[src/rtl/multi_pulse_widen_if.sv]
// Bus bundle for the multi-channel pulse widener: event inputs, stretch
// length, overflow clear, and the per-channel status outputs.
interface multi_pulse_widen_if #(
  parameter int CH = 4,
  parameter int WW = 4
) ();
  logic [CH-1:0] din;
  logic [WW-1:0] width;
  logic          ovf_clr;
  logic [CH-1:0] dout;
  logic [CH-1:0] busy;
  logic [CH-1:0] pend_full;
  logic [CH-1:0] ovf;

  // Event source / status consumer side
  modport master (
    output din, width, ovf_clr,
    input  dout, busy, pend_full, ovf
  );

  // Widener side
  modport slave (
    input  din, width, ovf_clr,
    output dout, busy, pend_full, ovf
  );
endinterface

[src/rtl/multi_pulse_widen.sv]
// Multi-channel pulse widener. Each single-cycle event becomes a pulse of
// max(width,1) cycles followed by MIN_GAP low cycles; events that arrive
// while a channel is busy are counted and replayed, never merged.
module multi_pulse_widen #(
  parameter int CH      = 4,
  parameter int WW      = 4,
  parameter int MIN_GAP = 2,
  parameter int QW      = 3
) (
  input  logic                 clk,
  input  logic                 rst_n,
  multi_pulse_widen_if.slave   bus
);

  localparam int GW = (MIN_GAP < 1) ? 1 : $clog2(MIN_GAP + 1);
  localparam logic [GW-1:0] GAP_LOAD = GW'(MIN_GAP - 1);
  localparam logic [QW-1:0] PEND_MAX = {QW{1'b1}};

  typedef enum logic [1:0] {
    S_IDLE = 2'd0,
    S_HIGH = 2'd1,
    S_GAP  = 2'd2
  } state_e;

  state_e          st_q   [CH];
  state_e          st_d   [CH];
  logic [WW-1:0]   len_q  [CH];
  logic [WW-1:0]   len_d  [CH];
  logic [GW-1:0]   gap_q  [CH];
  logic [GW-1:0]   gap_d  [CH];
  logic [QW-1:0]   pend_q [CH];
  logic [QW-1:0]   pend_d [CH];
  logic [CH-1:0]   dout_q, dout_d;
  logic [CH-1:0]   busy_q, busy_d;
  logic [CH-1:0]   full_q, full_d;
  logic [CH-1:0]   ovf_q, ovf_d;
  logic [WW-1:0]   len_load;

  // Zero width is stretched to a single cycle; len counts remaining cycles after this one
  assign len_load = (bus.width == '0) ? '0 : bus.width - WW'(1);

  // Per-channel next state: pulse sequencing, event queueing and overflow
  always_comb begin
    dout_d = '0;
    busy_d = '0;
    full_d = '0;
    ovf_d  = '0;
    for (int i = 0; i < CH; i++) begin
      logic queue_ev;
      logic drop;
      st_d[i]   = st_q[i];
      len_d[i]  = len_q[i];
      gap_d[i]  = gap_q[i];
      pend_d[i] = pend_q[i];
      queue_ev  = 1'b0;
      drop      = 1'b0;
      case (st_q[i])
        S_IDLE: begin
          if (bus.din[i]) begin
            st_d[i]  = S_HIGH;
            len_d[i] = len_load;
          end
        end
        S_HIGH: begin
          queue_ev = bus.din[i];
          if (len_q[i] == '0) begin
            st_d[i]  = S_GAP;
            gap_d[i] = GAP_LOAD;
          end else begin
            len_d[i] = len_q[i] - WW'(1);
          end
        end
        S_GAP: begin
          if (gap_q[i] != '0) begin
            gap_d[i] = gap_q[i] - GW'(1);
            queue_ev = bus.din[i];
          end else if (pend_q[i] != '0) begin
            // Replaying a queued event; a simultaneous new event takes its
            // slot, so pend only drops when nothing new arrives.
            st_d[i]  = S_HIGH;
            len_d[i] = len_load;
            if (!bus.din[i]) pend_d[i] = pend_q[i] - QW'(1);
          end else if (bus.din[i]) begin
            st_d[i]  = S_HIGH;
            len_d[i] = len_load;
          end else begin
            st_d[i] = S_IDLE;
          end
        end
        default: begin
          st_d[i] = S_IDLE;
        end
      endcase
      if (queue_ev) begin
        if (pend_q[i] == PEND_MAX) drop = 1'b1;
        else                       pend_d[i] = pend_q[i] + QW'(1);
      end
      dout_d[i] = (st_d[i] == S_HIGH);
      busy_d[i] = (st_d[i] != S_IDLE) || (pend_d[i] != '0);
      full_d[i] = (pend_d[i] == PEND_MAX);
      ovf_d[i]  = (ovf_q[i] & ~bus.ovf_clr) | drop;
    end
  end

  // State and registered outputs, synchronous active-low reset
  always_ff @(posedge clk) begin
    if (!rst_n) begin
      for (int i = 0; i < CH; i++) begin
        st_q[i]   <= S_IDLE;
        len_q[i]  <= '0;
        gap_q[i]  <= '0;
        pend_q[i] <= '0;
      end
      dout_q <= '0;
      busy_q <= '0;
      full_q <= '0;
      ovf_q  <= '0;
    end else begin
      for (int i = 0; i < CH; i++) begin
        st_q[i]   <= st_d[i];
        len_q[i]  <= len_d[i];
        gap_q[i]  <= gap_d[i];
        pend_q[i] <= pend_d[i];
      end
      dout_q <= dout_d;
      busy_q <= busy_d;
      full_q <= full_d;
      ovf_q  <= ovf_d;
    end
  end

  assign bus.dout      = dout_q;
  assign bus.busy      = busy_q;
  assign bus.pend_full = full_q;
  assign bus.ovf       = ovf_q;

endmodule

[src/flat_wrapper.sv]
// flat-port wrapper written by rule: the top's interface ports become plain ports
module multi_pulse_widen_flat 
#(
  parameter int CH      = 4,
  parameter int WW      = 4,
  parameter int MIN_GAP = 2,
  parameter int QW      = 3
)
  (clk, rst_n, bus_din, bus_width, bus_ovf_clr, bus_dout, bus_busy, bus_pend_full, bus_ovf);
  multi_pulse_widen_if #(.CH(CH), .WW(WW)) bus_i ();
  input  logic clk;
  input  logic rst_n;
  input wire logic [$bits(bus_i.din)-1:0] bus_din;
  input wire logic [$bits(bus_i.width)-1:0] bus_width;
  input wire logic [$bits(bus_i.ovf_clr)-1:0] bus_ovf_clr;
  output wire logic [$bits(bus_i.dout)-1:0] bus_dout;
  output wire logic [$bits(bus_i.busy)-1:0] bus_busy;
  output wire logic [$bits(bus_i.pend_full)-1:0] bus_pend_full;
  output wire logic [$bits(bus_i.ovf)-1:0] bus_ovf;
  assign bus_i.din = bus_din;
  assign bus_i.width = bus_width;
  assign bus_i.ovf_clr = bus_ovf_clr;
  assign bus_dout = bus_i.dout;
  assign bus_busy = bus_i.busy;
  assign bus_pend_full = bus_i.pend_full;
  assign bus_ovf = bus_i.ovf;
  multi_pulse_widen #(.CH(CH), .WW(WW), .MIN_GAP(MIN_GAP), .QW(QW)) u_core (.clk(clk), .rst_n(rst_n), .bus(bus_i));
endmodule
[config.mk]
export PLATFORM = sky130hd
export DESIGN_NAME = multi_pulse_widen_flat
export DESIGN_NICKNAME = d
export VERILOG_FILES = /design/src/rtl/multi_pulse_widen_if.sv /design/src/rtl/multi_pulse_widen.sv /design/src/flat_wrapper.sv
export SDC_FILE = /design/constraint.sdc
export NUM_CORES = 1
export LEC_CHECK = 0
export ABC_AREA = 1
export CAP_MARGIN = 20
export CORE_UTILIZATION = 55
export CTS_BUF_LIST = sky130_fd_sc_hd__clkbuf_16
export CTS_CLUSTER_DIAMETER = 100
export CTS_CLUSTER_SIZE = 12
export DETAILED_ROUTE_END_ITERATION = 10
export PLACE_DENSITY = 0.82
export SLEW_MARGIN = 0
export SYNTH_ARGS = -nofsm -noshare
export SYNTH_HDL_FRONTEND = slang
export SYNTH_SLANG_ARGS = --single-unit
[constraint.sdc]
create_clock -name clk -period 2.1 [get_ports clk]
set_input_delay 0.42 -clock clk [delete_from_list [all_inputs] [get_ports clk]]
set_output_delay 0.42 -clock clk [all_outputs]
set_load 0.05 [all_outputs]
# Yosys cells after proc, flatten, opt, wreduce, memory -nomap -nowiden
# Memories as Yosys holds them, arrays and structs flattened.
# Cells that the tools add are included.
# totals
register_bits	16
mem_bits_rw	44
mem_count	4
input_bits	11
# memory_table
memory	depth	word_bits	rd	rd_ports_with_merged_regs	write_ports	line	rtl
u_core.len_q	4	4	4	0	4	multi_pulse_widen.sv:27	logic [WW-1:0] len_q [CH];
u_core.pend_q	4	3	4	0	4	multi_pulse_widen.sv:31	logic [QW-1:0] pend_q [CH];
u_core.gap_q	4	2	4	0	4	multi_pulse_widen.sv:29	logic [GW-1:0] gap_q [CH];
u_core.st_q	4	2	4	0	4	multi_pulse_widen.sv:25	state_e st_q [CH];
# op_classes
eq_ne	20
addsub	17
bitwise	25
n_reduce_logical	29
n_mux	115
# op_table
op	count
$mux 3	28
$mux 4	21
$mux 2	32
$pmux 4 s3	4
$eq 3x3->1 const B	8
$pmux 2 s3	4
$reduce_bool 3->1	8
$logic_not 4->1	5
$or 1x1->1	20
$sub 4x1->4 const B	5
$mux 1	18
$eq 2x1->1 const B	8
$pmux 2 s2	4
$reduce_bool 2->1	8
$add 3x1->3 const B	4
$sub 3x1->3 const B	4
$eq 2x2->1 const B	4
$logic_not 2->1	4
$pmux 1 s2	4
$sub 2x1->2 const B	4
$and 1x1->1	4
$logic_or 1x1->1	4
$not 1->1	1

# Longest topological paths before layout
# An unclocked memory read counts as a cell.
# logic_depth
word_depth	10
ltp_mapped	13

# Least setup slack after synthesis
# No wires, ideal clock.
# synth_timing
kind	reg-to-reg
start	mem u_core.st_q[0][2] in the netlist's numbering
end	reg u_core.busy_q[1] (netlist: u_core.bus.busy[1])
setup_ps	128
stages_incl_launch_ff	10
t_arrival_ps	1407
path_slack_ps	565
cell_sequence	dfxtp_1 -> inv_1 -> ha_1 -> nand4_4 -> nand2_1 -> nand2_1 -> nand2_1 -> nand3_1 -> nor2_1 -> nor2_1
# synth_lines
element	line	rtl
from (decl)	multi_pulse_widen.sv:25	
to (signal assigned)	multi_pulse_widen.sv:126	busy_q <= busy_d;
to (decl)	multi_pulse_widen.sv:34	logic [CH-1:0] busy_q, busy_d;

# Worst setup path after layout
# layout_timing
start	reg u_core.ovf_q[1] (netlist: u_core.bus.ovf[1])
end	out bus_ovf[1]
# layout_lines
element	line	rtl
from (decl)	multi_pulse_widen.sv:36	logic [CH-1:0] ovf_q, ovf_d;
from (signal assigned)	multi_pulse_widen.sv:128	ovf_q <= ovf_d;
to (decl)	flat_wrapper.sv:19	output wire logic [$bits(bus_i.ovf)-1:0] bus_ovf;
# No word-level cell between the ends.

==> flow_summary.rst <==
.. list-table::
   :header-rows: 1

   * - Metric
     - Value
   * - Run status
     - finished, final reports clean
   * - Floorplan die height
     - 92.99 um
   * - Final worst hold slack
     - around 470 ps
   * - Post-Syn Instances
     - 715
   * - Tcrit/Tclk final
     - 90.49%
   * - Number of nets produced by synthesis
     - between 700 and 800
   * - Hold/Removal Path Class
     - reg -> reg
   * - Unrepaired setup endpoints after global routing
     - no
   * - Slew at the pin with the worst max-slew slack
     - just over 500 ps
   * - Total grt overflow
     - 0
   * - Worst-case vdd ir drop
     - around 0.00066 V
   * - Initial standard-cell utilization of the core
     - 58.02%
   * - Avg Cell Area, Syn
     - 6.368 um^2
   * - H-tree levels
     - 3
   * - Post-placement setup slack
     - -47.41 ps
   * - Setup skew after layout
     - about 9.2 ps
   * - Number of detailed-route iterations in the first pass
     - 5
   * - Critical Path Fanout Max
     - 2
   * - Synthesized-area fraction occupied by and/or/nand/nor cells
     - a little over a third
   * - Routed length per instance
     - around 12 um
   * - Sequential Area
     - about 0.0012 mm^2
   * - Hold Violations, Final
     - 0
   * - Via count of the first global-routing pass
     - between 4000 and 5000
   * - Clock tree root buffer cell
     - sky130_fd_sc_hd__clkbuf_16
   * - Initial antenna violation count
     - 0
   * - Worst relative slew slack
     - approximately 66%
   * - Total Die Area
     - between 0.008 and 0.009 mm^2
   * - Type of element launching the critical path
     - flip-flop
   * - Buffer count from post-CTS setup fixing
     - 0
   * - TritonCTS clock tree
     - yes
   * - Total I/O pin count
     - 27
   * - Crit end category
     - output pin
   * - Power density over the cells
     - approximately 1100 mW/mm^2
   * - Horiz. Die Dim
     - ~93 um
   * - Complex-gate fraction of the synthesized area
     - a little under an eighth
   * - Pin count of the biggest net entering global routing
     - 27
   * - Count of vias placed by the detailed router
     - around 4500
   * - Count of placed standard cells including taps
     - ~850
   * - Fraction of registers with async set or reset after synthesis
     - 0%
   * - Mux cell area share after synthesis
     - 0%
   * - Part of the Yosys area used for sequential elements
     - between 20% and 30%
   * - Clock latency reported for the late side of the worst-skew pair
     - about 330 ps
   * - First-pass GRT wire length
     - between 15000 and 20000 um
   * - Dominant synthesized flop cell
     - sky130_fd_sc_hd__dfxtp_1
   * - Buf/Inv on CP
     - 1
   * - Non-filler instance count after layout
     - 864
   * - Hold bufs inserted after CTS
     - 0
   * - Gpl congestion
     - 0.8652
   * - Proportion of layout cells with a drive suffix above 1
     - 10.76%
   * - Count of clock tree sinks
     - 60
   * - Netlist area before placement
     - ~0.0046 mm^2
   * - Clock period minus final worst setup slack
     - roughly 1900 ps
   * - Area share of fa/ha/maj cells after synthesis
     - between 10% and 20%
   * - Multi-input logic area
     - 0.002756 mm^2
   * - CP required
     - 1680 ps
   * - LEAKAGE
     - roughly 2.7 nW
   * - Clock transition at the register clock pins on the worst setup and hold paths after CTS
     - approximately 60 ps
   * - Synthesized flop and latch total
     - 60
   * - Delay of the slowest cell on the worst path
     - ~820 ps
   * - Fill cell instance count of the final layout
     - 700
   * - Main combinational cell family by area after synthesis
     - simple AND/OR/NAND/NOR gates
   * - Top library cells by usage in the layout, fill and taps aside
     - 210 x sky130_fd_sc_hd__nand2_1, 138 x sky130_fd_sc_hd__inv_1, 60 x sky130_fd_sc_hd__dfxtp_1
   * - Port Buf Inserts
     - 26
   * - Total of endpoints with negative setup slack in the final report
     - 0
   * - DP Wirelength
     - around 8100 um
   * - Maximum clock insertion buffer count
     - 2
   * - EDFF count, synth
     - 0
   * - Final antenna-violating net count
     - 0
   * - Warnings, synthesis
     - 0
   * - Max-slew violation total from the final report
     - 0
   * - Slowest stage cell, crit path
     - sky130_fd_sc_hd__clkdlybuf4s50_1
   * - Data arrival at the endpoint of the critical path
     - approximately 1500 ps
   * - Power consumption
     - around 0.0061 W
   * - Total routing usage reported by global routing
     - 26.14%
   * - Total of max-cap violations
     - 0
   * - Start-to-end type of the worst setup path
     - reg -> out
   * - Cell Rows
     - 32
   * - Antenna cell count
     - 0
   * - Total of cells resized after clock tree synthesis
     - 0
   * - Average vias per placed instance
     - around 5.2
   * - Final setup margin
     - between 150 and 200 ps
   * - Fmax
     - 526.2 MHz
   * - Number of design rule violations left after detail routing
     - 0
   * - Num CTS Buffers
     - 9
   * - Area added between synthesis and finish
     - 17.15%
   * - CORE AREA
     - around 0.008 mm^2
   * - Most frequent standard cell in the layout excluding fill and tap cells
     - sky130_fd_sc_hd__nand2_1
   * - Number of DRC markers in iteration 0
     - 216
   * - Final core utilization
     - between 60% and 70%
   * - Number of unique standard cell types used by synthesis
     - 38
   * - Final routed wirelength across all metal layers
     - approximately 11000 um
   * - Cell breakdown of the critical path
     - clkdlybuf4s50_1
   * - Nets@finish
     - 810
   * - Top Family by Delay on Critical Path
     - buffers and inverters
   * - Xor-xnor portion of the synthesized cell area
     - less than 1%
==> where the power goes <==
group | switching (W) | internal, W
Sequential | 0.000202 | 0.00142
Clock | 0.000528 | 0.00103
Combinational | 0.00186 | 0.00101
Total | 0.00259 | 0.00346
==> layer usage <==
| layer | global-route usage, % | wire (um) |
|---|---|---|
| met2 | 50.06 | 5652 |
| met4 | 7.949 | 165 |
| met1 | 28.04 | 4485 |
| met3 | 6.179 | 456 |
| met5 | 0 | 0 |
==> sequential cells by signal, indices dropped and copies added (netlist names) <==
| name | count |
|---|---|
| u_core.bus.pend_full | 4 |
| u_core.bus.dout | 4 |
| u_core.len_q | 16 |
| u_core.bus.busy | 4 |
| u_core.bus.ovf | 4 |
| u_core.gap_q | 8 |
| u_core.st_q | 8 |
| u_core.pend_q | 12 |
==> Yosys cell counts, types with 5 or more instances <==
| cell type | n | area [um^2] |
|---|---|---|
| sky130_fd_sc_hd__nand2_1 | 210 | 788.3 |
| sky130_fd_sc_hd__nor2_1 | 44 | 165.2 |
| sky130_fd_sc_hd__ha_1 | 42 | 525.5 |
| sky130_fd_sc_hd__or2_2 | 5 | 31.28 |
| sky130_fd_sc_hd__inv_1 | 137 | 514.2 |
| sky130_fd_sc_hd__nand3_1 | 47 | 235.2 |
| sky130_fd_sc_hd__dfxtp_1 | 60 | 1201 |
| sky130_fd_sc_hd__nor3_1 | 6 | 30.03 |
| sky130_fd_sc_hd__a21oi_1 | 51 | 255.2 |
| sky130_fd_sc_hd__nand2_2 | 16 | 100.1 |
| sky130_fd_sc_hd__inv_2 | 5 | 18.77 |
| sky130_fd_sc_hd__o21ai_0 | 13 | 65.06 |
| sky130_fd_sc_hd__nand4_1 | 8 | 50.05 |
| sky130_fd_sc_hd__o21ai_1 | 13 | 65.06 |
==> final cells by class <==
class	instances	area share, %
clock buffers	9	4.222
well taps	102	2.393
clock inverters	7	1.736
repair buffers	40	7.084
multi-input cells	499	51.68
flip-flops and latches	60	22.52
inverters	147	10.37
==> per-stage QoR <==
step | cell area [um^2] | TNS [ps]
finish | 5334 | 0
global route | 5334 | 0
CTS | 5334 | 0
detailed placement | 5016 | -47.41
global placement | 5016 | 0
floorplan | 4553 | 0
==> cells by family after synthesis <==
kind of cell               Yosys count
DFF                                 60
AOI/OAI and AO/OA                   95
adders and majority gates           42
and+or+nand+nor                    359
xor gates and xnor gates             3
buffers and inverters              156
==> final timing paths <==
| kind | startpoint | end | slack [ps] | cells past startpoint |
|---|---|---|---|---|
| worst max-delay path | u_core.bus.ovf[1] | bus_ovf[1] | 200 | 1 |
| worst min-delay path | u_core.gap_q[2][1] | u_core.gap_q[2][1] | 470 | 2 |
| worst min register to register | u_core.gap_q[2][1] | u_core.gap_q[2][1] | 470 | 2 |
| worst max register to register | u_core.st_q[0][0] | u_core.bus.busy[0] | 290 | 10 |
No activity file was read; power rests on OpenSTA's default activity.
